[config.mk]
export PLATFORM = sky130hd
export DESIGN_NAME = rr_grant_arbiter8
export DESIGN_NICKNAME = d
export VERILOG_FILES = /design/src/rtl/rr_grant_arbiter8_pkg.sv /design/src/rtl/grant_dec3.sv /design/src/rtl/rr_grant_arbiter8.sv
export SDC_FILE = /design/constraint.sdc
export NUM_CORES = 1
export LEC_CHECK = 0
export ABC_AREA = 1
export BUFFER_PORTS_ARGS = -buffer_cell sky130_fd_sc_hd__buf_4
export CORE_MARGIN = 2
export CORE_UTILIZATION = 50
export CTS_BUF_LIST = sky130_fd_sc_hd__clkbuf_4 sky130_fd_sc_hd__clkbuf_8
export CTS_CLUSTER_SIZE = 25
export DETAILED_ROUTE_END_ITERATION = 7
export GPL_TIMING_DRIVEN = 0
export MAX_ROUTING_LAYER = met4
export PLACE_DENSITY = 0.81
export SLEW_MARGIN = 15
export SYNTH_ARGS = -nofsm -noshare
export SYNTH_HDL_FRONTEND = slang
export SYNTH_SLANG_ARGS = --single-unit
[constraint.sdc]
create_clock -name clk -period 2.2 [get_ports clk]
set_input_delay 0.33 -clock clk [delete_from_list [all_inputs] [get_ports clk]]
set_output_delay 0.33 -clock clk [all_outputs]
set_load 0.01 [all_outputs]
[src/rtl/rr_grant_arbiter8_pkg.sv]
// rtl/rr_grant_arbiter8_pkg.sv - shared constants and state type for the 8-way round-robin arbiter
package rr_grant_arbiter8_pkg;

  localparam int NUM_REQ = 8;
  localparam int IDX_W   = 3;

  typedef enum logic {
    ST_IDLE  = 1'b0,
    ST_GRANT = 1'b1
  } state_t;

endpackage

[src/rtl/grant_dec3.sv]
// rtl/grant_dec3.sv - 3-to-8 one-hot decoder with active-high enable
module grant_dec3
  import rr_grant_arbiter8_pkg::*;
(
  input  logic               en,
  input  logic [IDX_W-1:0]   sel,
  output logic [NUM_REQ-1:0] y
);

  always_comb begin
    y = '0;
    if (en) y[sel] = 1'b1;
  end

endmodule

[src/rtl/rr_grant_arbiter8.sv]
// rtl/rr_grant_arbiter8.sv - round-robin arbiter sharing one resource among 8 requesters
module rr_grant_arbiter8
  import rr_grant_arbiter8_pkg::*;
#(
  parameter int MAX_HOLD = 16
) (
  input  logic               clk,
  input  logic               rst,
  input  logic [NUM_REQ-1:0] req,
  output logic [NUM_REQ-1:0] gnt,
  output logic               gnt_valid,
  output logic [IDX_W-1:0]   gnt_idx,
  output logic               timeout
);

  localparam int HOLD_W = (MAX_HOLD < 1) ? 1 : $clog2(MAX_HOLD + 1);
  localparam logic [HOLD_W-1:0] HOLD_LAST = (MAX_HOLD == 0) ? '0 : HOLD_W'(MAX_HOLD - 1);

  state_t            state_q, state_d;
  logic [IDX_W-1:0]  ptr_q, ptr_d;
  logic [IDX_W-1:0]  idx_q, idx_d;
  logic [HOLD_W-1:0] hold_q, hold_d;
  logic              timeout_q, timeout_d;

  logic              found;
  logic [IDX_W-1:0]  win;
  logic [IDX_W-1:0]  pos;

  // Scan upward from ptr; the 3-bit add wraps the search naturally.
  always_comb begin
    found = 1'b0;
    win   = ptr_q;
    pos   = ptr_q;
    for (int i = 0; i < NUM_REQ; i++) begin
      pos = ptr_q + IDX_W'(i);
      if (!found && req[pos]) begin
        found = 1'b1;
        win   = pos;
      end
    end
  end

  always_comb begin
    state_d   = state_q;
    ptr_d     = ptr_q;
    idx_d     = idx_q;
    hold_d    = hold_q;
    timeout_d = 1'b0;
    case (state_q)
      ST_IDLE: begin
        if (found) begin
          state_d = ST_GRANT;
          idx_d   = win;
          hold_d  = '0;
        end
      end
      ST_GRANT: begin
        if (!req[idx_q]) begin
          state_d = ST_IDLE;
          ptr_d   = idx_q + IDX_W'(1);
        end else if ((MAX_HOLD != 0) && (hold_q == HOLD_LAST)) begin
          // Release has priority over the limit, so timeout only fires here.
          state_d   = ST_IDLE;
          ptr_d     = idx_q + IDX_W'(1);
          timeout_d = 1'b1;
        end else if (MAX_HOLD != 0) begin
          hold_d = hold_q + HOLD_W'(1);
        end
      end
      default: state_d = ST_IDLE;
    endcase
  end

  always_ff @(posedge clk) begin
    if (rst) begin
      state_q   <= ST_IDLE;
      ptr_q     <= '0;
      idx_q     <= '0;
      hold_q    <= '0;
      timeout_q <= 1'b0;
    end else begin
      state_q   <= state_d;
      ptr_q     <= ptr_d;
      idx_q     <= idx_d;
      hold_q    <= hold_d;
      timeout_q <= timeout_d;
    end
  end

  assign gnt_valid = (state_q == ST_GRANT);
  assign gnt_idx   = idx_q;
  assign timeout   = timeout_q;

  grant_dec3 u_dec (
    .en  (gnt_valid),
    .sel (idx_q),
    .y   (gnt)
  );

endmodule

* After elaboration in Yosys (flattened, before gate mapping) *
Cells that the tools add are included.

word-level totals
  register bits = 13
  input bits = 10
  word-level logic and storage cells = 97
  output and inout bits = 13

operators by class
  mux-type cells = 47
  add/sub/neg operators = 9
  bitwise operators = 2
  equality and inequality tests = 5
  reductions and logical operators = 19
  magnitude comparators = 10

operator list
  kind                                                  count
  < comparator 3 x 4 -> 1 bit (second input constant)   9
  binary-select mux 1 bit (select 3 bit)                9
  2-to-1 mux 3 bit                                      9
  2-to-1 mux 1 bit                                      22
  2-to-1 mux 5 bit                                      3
  adder 3 bit (second input constant)                   4
  one-hot mux 5 bit (2 select lines)                    1
  logical AND 1 bit                                     8
  2-to-1 mux 8 bit                                      1
  zero test 1 bit                                       7
  adder 3 x 1 -> 3 bit (second input constant)          2
  adder 3 x 2 -> 3 bit (second input constant)          2
  adder 5 x 1 -> 5 bit (second input constant)          1
  equality test 5 x 4 -> 1 bit (second input constant)  1
  != test 2 x 1 -> 1 bit (second input constant)        2
  != test 2 bit (second input constant)                 2
  AND reduction 2 bit                                   2
  demux 1 bit (select 3 bit)                            1
  >= comparator 3 x 1 -> 1 bit (second input constant)  1
  AND reduction 3 bit                                   1
  OR reduction 3 bit                                    1
  NOT 1 bit                                             2
  one-hot mux 1 bit (2 select lines)                    1

* Longest topological paths before layout *
Gate-level depths: netlist of the first run.

  depth after elaboration = 26
  depth in mapped cells = 22
  mapped depth without buffers = 20

* Cells and area by module *
From an unflattened synthesis of the first run, not the netlist that was laid out.

second synthesis, totals
  cells, all modules = 237
  area total of the unflattened synthesis = 1472.7 sq um

by module, submodules not included
  module             seq. area each (sq um)  cells each  area each (sq um)  times used
  rr_grant_arbiter8  260.2                   220         1408.9             1
  grant_dec3         0.0                     17          63.8               1

* Worst setup path after synthesis of the first run *
OpenSTA, ideal clock, no wires.

  path type = register to register
  start point = register ptr_q[0]
  end point = register idx_q[0] (netlist: gnt_idx[0])
  data required time = 2.083 ns
  setup time = 0.117 ns
  buffers on the path = 2
  stages on the path, launching flop included = 21
  setup slack = -0.174 ns
  arrival time = 2.257 ns
  clock period less this slack = 2.374 ns
  path through = dfxtp_1 -> buf_6 -> inv_4 -> buf_6 -> ha_1 -> inv_1 -> nand3_2 -> nand2_2 -> nand2_2 -> nand2_4 -> nand2_4 -> clkinv_4 -> nand4_4 -> nor2_4 -> nand2_1 -> nor2_2 -> inv_2 -> nand2_1 -> nand2_1 -> nor2_1 -> nor2_1

between the ends
  cells in the longest elaborated chain, start to end = 25
  elaborated cells between the ends (all ways) = 53
  classes of those cells = add/sub: 7; mux: 31; reduce/logical: 15

ends and longest elaborated chain
  what                                                                           RTL line                 RTL
  start: declaration                                                             rr_grant_arbiter8.sv:20  logic [IDX_W-1:0] ptr_q, ptr_d;
  start signal: assignment                                                       rr_grant_arbiter8.sv:83  ptr_q <= ptr_d;
  parallel branches: the longest is 25 deep, another holds adder 3 x 1 -> 3 bit  --
  end signal: assignment                                                         rr_grant_arbiter8.sv:84  idx_q <= idx_d;
  end: declaration                                                               rr_grant_arbiter8.sv:21  logic [IDX_W-1:0] idx_q, idx_d;

Several ways; the timed one is not identified. The select of a mux whose other input is x is not followed.
A chain may end at the register's enable or synchronous reset.

* Worst setup path after layout of the first run *
  start point = register ptr_q[0]
  end point = register hold_q[4]

between the ends
  cells in the longest elaborated chain, start to end = 26
  elaborated cells between the ends (all ways) = 47
  classes of those cells = add/sub: 7; eq/ne: 1; mux: 24; reduce/logical: 15

ends and longest elaborated chain
  what                                                                           RTL line                 RTL
  parallel branches: the longest is 23 deep, another holds adder 3 x 1 -> 3 bit  --
  2-to-1 mux 1 bit (*)                                                           rr_grant_arbiter8.sv:36  if (!found && req[pos]) begin
  != test 2 bit (no line) (*)                                                    --
  AND reduction 3 bit (no line) (*)                                              --
  end signal: assignment                                                         rr_grant_arbiter8.sv:85  hold_q <= hold_d;
  end: declaration                                                               rr_grant_arbiter8.sv:22  logic [HOLD_W-1:0] hold_q, hold_d;

Every way passes the cells marked *. The select of a mux whose other input is x is not followed.

==> results of run 1 <==
==> cell usage after synthesis (all sizes together) <==
master / count
nand2: 85
inv: 30
or2: 1
buf: 4
nor3b: 1
a31oi: 1
o211ai: 2
nand3: 35
xnor2: 2
o21a: 1
clkinv: 2
nand4: 1
o21bai: 1
a21oi: 7
ha: 5
dfxtp: 13
nor2: 35
clkbuf: 1
o21ai: 11
o2111ai: 1
a211oi: 1
o31ai: 1
xor2: 6
==> path summary, 6_finish.rpt <==
kind	startpoint	to	slack, ns	cells past startpoint
hold / removal	rst	gnt_valid	0.45	2
hold reg to reg	hold_q[3]	hold_q[3]	0.50	2
setup reg to reg	ptr_q[0]	hold_q[4]	0.01	19
setup / recovery	ptr_q[0]	hold_q[4]	0.01	19
==> routing by layer <==
layer | wire length, µm | track usage | vias up | part of all wire
met5 | 0 | - | - | 0
met4 | 31 | 0.0519 | 0 | 0.0084
met3 | 126 | 0.0132 | 5 | 0.034
met2 | 1810 | 0.377 | 44 | 0.49
met1 | 1710 | 0.308 | 739 | 0.47
li1 | - | - | 856 | -
==> state kept, by name, indices dropped and copies added (netlist names) <==
signal	count
ptr_q	3
gnt_idx	3
hold_q	5
gnt_valid	1
timeout	1
==> cells by family (layout without fill, tap and decap cells) <==
| group | Yosys count | after routing |
|---|---|---|
| AO/OA/AOI/OAI | 26 | 26 |
| XOR/XNOR | 8 | 8 |
| adder cells (fa/ha/maj) | 5 | 5 |
| buffers and inverters | 37 | 71 |
| flip-flops | 13 | 13 |
| AND/OR/NAND/NOR | 158 | 158 |
==> metrics by stage <==
stage / util / instances / setup slack, ns
2_1_floorplan: - / 247 / 0.0568
3_3_place_gp: 0.607 / 299 / -0.150
3_5_place_dp: 0.607 / 299 / -0.178
4_1_cts: 0.636 / 305 / 0.00112
5_1_grt: 0.683 / 312 / -0.117
6_report: 0.683 / 312 / 0.0101
==> layout make-up <==
type / instances / area [µm²]
clock inverter: 1 / 5.00
timing repair buffer: 31 / 233
fill: 251 / 888
clock buffer: 3 / 22.5
buffer: 4 / 37.5
inverter: 32 / 148
sequential: 13 / 263
multi-input combinational: 197 / 1170
tap: 31 / 38.8
==> timing repair <==
| item | 4_1_cts | 5_1_grt |
|---|---|---|
| setup endpoints to repair | 9 | 9 |
| hold buffers | 0 | 0 |
| buffers inserted | 3 | 7 |
| pin swaps | 4 | 10 |
| gates resized for setup | 13 | 18 |
==> power breakdown <==
group / switching [W] / total [W] / internal (W) / leakage [nW]
clock: 0.0000785 / 0.000146 / 0.0000675 / 0.0177
combinational: 0.00120 / 0.00193 / 0.000732 / 0.816
sequential: 0.0000608 / 0.000349 / 0.000288 / 0.107
total: 0.00134 / 0.00243 / 0.00109 / 0.941
==> metrics.md, run 1 <==
| Metric | Value |
|---|---|
| RSZ-0062 raised after global routing | `yes` |
| Multiplexer share of the synthesized area | `0` |
| Crit-path max cell delay | `0.35 ns` |
| Port bufs | `21` |
| Initial antenna violation count | `0` |
| Area leader, netlist | `nand2_1` |
| Cell area power density | `~1300 mW/mm²` |
| Max VDD drop | `around 0.61 mV` |
| Leading cell type in the layout, fill and taps excluded | `nand2_1` |
| Status | `finished clean` |
| Relative slew margins | `0.672` |
| Final hold violation count | `0` |
| DP Area | `approximately 0.0017 mm²` |
| Post-synthesis register bit count | `13` |
| Post-Synth Simple-Gate Area | `0.516` |
| Commonest non-fill, non-tap cells in the layout | `nand2_1, nor2_1, buf_4` |
| Num ports | `23` |
| Die area | `0.00343 mm²` |
| Pre-Repair DR Iteration Count | `5` |
| Post-Syn Area | `approximately 0.0015 mm²` |
| Pins Over Slew Limit | `0` |
| Area grow syn2layout | `28.6%` |
| WHS | `0.449 ns` |
| GRT Util Overall | `0.228` |
| Avg Inst Size Synth | `around 6.0 µm²` |
| Nets | `between 200 and 300` |
| Critical Path RT | `around 2.4 ns` |
| Vias in the first global route | `about 1400` |
| Syn. warnings | `0` |
| Leakage power | `~0.94 nW` |
| Largest net degree at the start of global routing | `14` |
| Crit path buf inv count | `6` |
| Die X | `just under 60 µm` |
| Final setup fails | `0` |
| First-pass GRT wire length | `between 6 and 7 mm` |
| Worst Setup End Kind | `flop` |
| CP Launch Type | `flop` |
| Detail Route Antenna Nets | `0` |
| Synth top area cells | `nand2_1, dfxtp_1, nand3_1` |
| Period utilisation layout | `0.995` |
| Clock network latency to the later pin of the worst-skew pair | `between 0.2 and 0.3 ns` |
| Clk slew on worst S/H paths | `roughly 0.08 ns` |
| Setup TNS | `0 ns` |
| Peak Freq | `between 400 and 500 MHz` |
| CTS H-tree lvls | `1` |
| Core ar. | `0.00281 mm²` |
| TritonCTS Buffers | `3` |
| Core Rows | `19` |
| Vias/cell | `~5.3` |
| Routed WL | `roughly 3.7 mm` |
| Sequential area share after synthesis | `0.175` |
| Top Family by Delay on Critical Path | `simple AND/OR/NAND/NOR gates` |
| Critical path class | `flop to flop` |
| Net Count, Synth | `approximately 260` |
| Worst min-delay path class | `input pin to flop` |
| Fraction of the mapped netlist area in compound gates | `0.108` |
| CP most frequent cell | `nand2_4` |
| Total power | `around 0.0024 W` |
| Gp weighted congestion | `about 0.9` |
| DP HPWL | `2.66 mm` |
| CP cell instances | `buf_8 > inv_12 > ha_4 > inv_6 > nand3_4 > nand2_4 > nand2_4 > nand2_4 > nand2_4 > clkinv_4 > nand4_4 > nor2_4 > nand3_2 > nand2_4 > nand2_4 > inv_4 > o21ai_2 > nand2_1 > inv_1` |
| CTS tree | `built` |
| Maximum clock path buffer count | `2` |
| Fin crit period | `~2.2 ns` |
| Clk root buf | `clkbuf_4` |
| Starting density of the core | `0.531` |
| DR iter-0 viols | `85` |
| Antenna fix cells | `0` |
| Grt ovf | `0` |
| Cells after Synth | `approximately 250` |
| Wire per inst | `approximately 12 µm` |
| Max-cap violations | `0` |
| Worst Tran Pin Value | `between 0.4 and 0.5 ns` |
| Layout cells sized above 1 | `0.313` |
| Die height | `58.6 µm` |
| Worst EP arrival | `roughly 2.4 ns` |
| Critical path's slowest cell | `dfxtp_2` |
| DR vias | `~1600` |
| Synth cell types | `35` |
| Post-Synth Adder-Cell Area | `0.0420` |
| Synth top area share | `0.179` |
| Clk sink count | `13` |
| Synth Area in XOR/XNOR | `0.0470` |
| Worst clock skew | `roughly 0.0044 ns` |
| Design area | `~0.0019 mm²` |
| Drc violations | `0` |
| Max Fanout on Critical Path | `6` |
| Largest family of logic cells by synthesized area | `simple AND/OR/NAND/NOR gates` |
Power figures use the tool's default switching activity.
==> run 2: changes to the inputs <==
CELL_PAD_IN_SITES_DETAIL_PLACEMENT = 0   (was default)
CELL_PAD_IN_SITES_GLOBAL_PLACEMENT = 2   (was default)
CORE_UTILIZATION = 28   (was 50)
PLACE_DENSITY = 0.86   (was 0.81)
==> metrics.md, run 2 (synthesized netlist as in run 1, its figures left out) <==
| Metric | Value |
|---|---|
| Period utilisation layout | `0.984` |
| Critical path class | `flop to flop` |
| Max reg flops | `5` |
| Pins Over Slew Limit | `0` |
| Critical Path RT | `approximately 2.3 ns` |
| Antenna fix cells | `0` |
| Leading cell type in the layout, fill and taps excluded | `nand2_1` |
| RR Endpoint | `gnt_valid` |
| Wire per inst | `roughly 12 µm` |
| Drc violations | `0` |
| Num ports | `23` |
| Largest net degree at the start of global routing | `10` |
| Cell area power density | `between 1000 and 1500 mW/mm²` |
| Clk slew on worst S/H paths | `~0.060 ns` |
| Die X | `77.0 µm` |
| Die height | `around 77 µm` |
| Worst reg-to-reg setup slack | `about 0.036 ns` |
| GRT Util Overall | `0.143` |
| Leakage power | `approximately 0.93 nW` |
| Reg area | `around 260 µm²` |
| Hold path startpoint | `hold_q[3]` |
| DR vias | `~1600` |
| Pre-Repair DR Iteration Count | `4` |
| Starting density of the core | `0.292` |
| Nets | `294` |
| Fill cells | `570` |
| Relative slew margins | `0.666` |
| Worst min-delay path class | `flop to flop` |
| Die area | `around 0.0059 mm²` |
| Grt ovf | `0` |
| Maximum clock path buffer count | `2` |
| DR iter-0 viols | `between 40 and 50` |
| Biggest register | `hold_q` |
| Multi-input logic area | `0.00116 mm²` |
| Status | `finished clean` |
| Detail Route Antenna Nets | `0` |
| Max Fanout on Critical Path | `7` |
| Setup TNS | `0 ns` |
| Dpl cells | `about 340` |
| Final hold violation count | `0` |
| Peak Freq | `around 460 MHz` |
| Fin crit period | `about 2.2 ns` |
| CP Launch Type | `flop` |
| Clk root buf | `clkbuf_8` |
| Worst Setup End Kind | `flop` |
| Core Rows | `26` |
| Max-cap violations | `0` |
| Final setup fails | `0` |
| First-pass GRT wire length | `around 6.8 mm` |
| CTS H-tree lvls | `1` |
| Reg-to-Reg Start | `ptr_q[1]` |
| FF-to-FF path depth | `17` |
| CTS tree | `built` |
| Final cell count without fillers | `between 300 and 400` |
| DP HPWL | `about 3.1 mm` |
| Clk sink count | `13` |
| Max VDD drop | `between 0.5 and 0.6 mV` |
| TritonCTS Buffers | `3` |
| Setup ws final | `0.0356 ns` |
| Core ar. | `~0.005 mm²` |
| Pre-CTS setup slack | `-0.243 ns` |
| WHS | `0.490 ns` |
| Hold Path Depth | `2` |
| Hold endpoint | `hold_q[3]` |
| Port bufs | `21` |
| Commonest non-fill, non-tap cells in the layout | `nand2_1, nor2_1, buf_4` |
| RSZ-0062 raised after global routing | `yes` |
| Vias in the first global route | `1448` |
| Worst Tran Pin Value | `about 0.5 ns` |
| Vias/cell | `roughly 4.5` |
| Routed WL | `4.02 mm` |
| Clock network latency to the later pin of the worst-skew pair | `approximately 0.24 ns` |
| Layout cells sized above 1 | `0.302` |
| Initial antenna violation count | `0` |
| Design area | `about 0.0020 mm²` |
| Worst clock skew | `0.00423 ns` |
| DP Area | `between 0.0015 and 0.002 mm²` |
| Area grow syn2layout | `31.5%` |
| Gp weighted congestion | `approximately 0.83` |
| Worst EP arrival | `approximately 2.3 ns` |
==> run 2: changes by cell type in the layout (fill, tap and decap cells not counted), sizes merged <==
cell	change
buf	-3
clkbuf	+1
inv	-1
==> run 2: critical path, stage by stage (launching register included) <==
cell and delay (ns):
dfxtp_2 0.34, buf_6 0.12, inv_8 0.05, ha_4 0.34, nand3_4 0.10, nand2_4 0.09, nand2_2 0.06, nand2_4 0.10
nand2_4 0.06, clkinv_4 0.06, nand4_4 0.09, nor2_4 0.14, nand3_2 0.09, nand2_2 0.13, nand2_4 0.09, clkinv_4 0.07
buf_4 0.10, nor2_1 0.03
==> run 2: how the worst max path moves through the flow <==
stage | cells past startpoint | endpoint | slack (ns) | startpoint
after floorplan | 20 | gnt_idx[0] | 0.06 | ptr_q[0]
after global placement | 20 | gnt_idx[2] | -0.25 | ptr_q[1]
after global routing | 19 | hold_q[4] | -0.13 | ptr_q[0]
after detailed placement | 20 | gnt_idx[2] | -0.24 | ptr_q[1]
after CTS | 19 | gnt_idx[0] | 0.004 | ptr_q[1]
final | 17 | gnt_valid | 0.04 | ptr_q[1]
==> run 2: metal layers <==
layer / part of all wire / global-route usage
met1: 0.49 / 0.194
met2: 0.47 / 0.226
met5: 0 / -
met4: 0.013 / 0.0382
met3: 0.025 / 0.0141
==> run 2: final cells by class <==
type / count / share of cell area
flip-flops and latches: 13 / 0.134
multi-input cells: 197 / 0.593
plain buffers: 4 / 0.0172
inverters: 32 / 0.0792
clock buffers: 4 / 0.0249
repair buffers: 28 / 0.107
well taps: 70 / 0.0447
==> run 2: timing repair <==
| action | in CTS | in global routing |
|---|---|---|
| pin swaps | 5 | 15 |
| endpoints found under the hold margin | 0 | 0 |
| gates resized for setup | 17 | 13 |
| setup endpoints to repair | 9 | 9 |
| hold buffers | 0 | 0 |
| setup buffers | 6 | 1 |
==> run 2: report_power, final <==
part / switching, W / leakage [nW] / internal (W)
registers: 0.0000594 / 0.107 / 0.000289
clock network: 0.0000846 / 0.0262 / 0.000140
logic: 0.00121 / 0.798 / 0.000716
total: 0.00135 / 0.932 / 0.00114
==> run 2: stage by stage <==
step,power [W],utilization
after detailed placement,0.00204,0.343
after global placement,0.00204,0.343
after floorplan,0.00166,-
final,0.00250,0.384
after global routing,0.00278,0.384
after CTS,0.00242,0.370
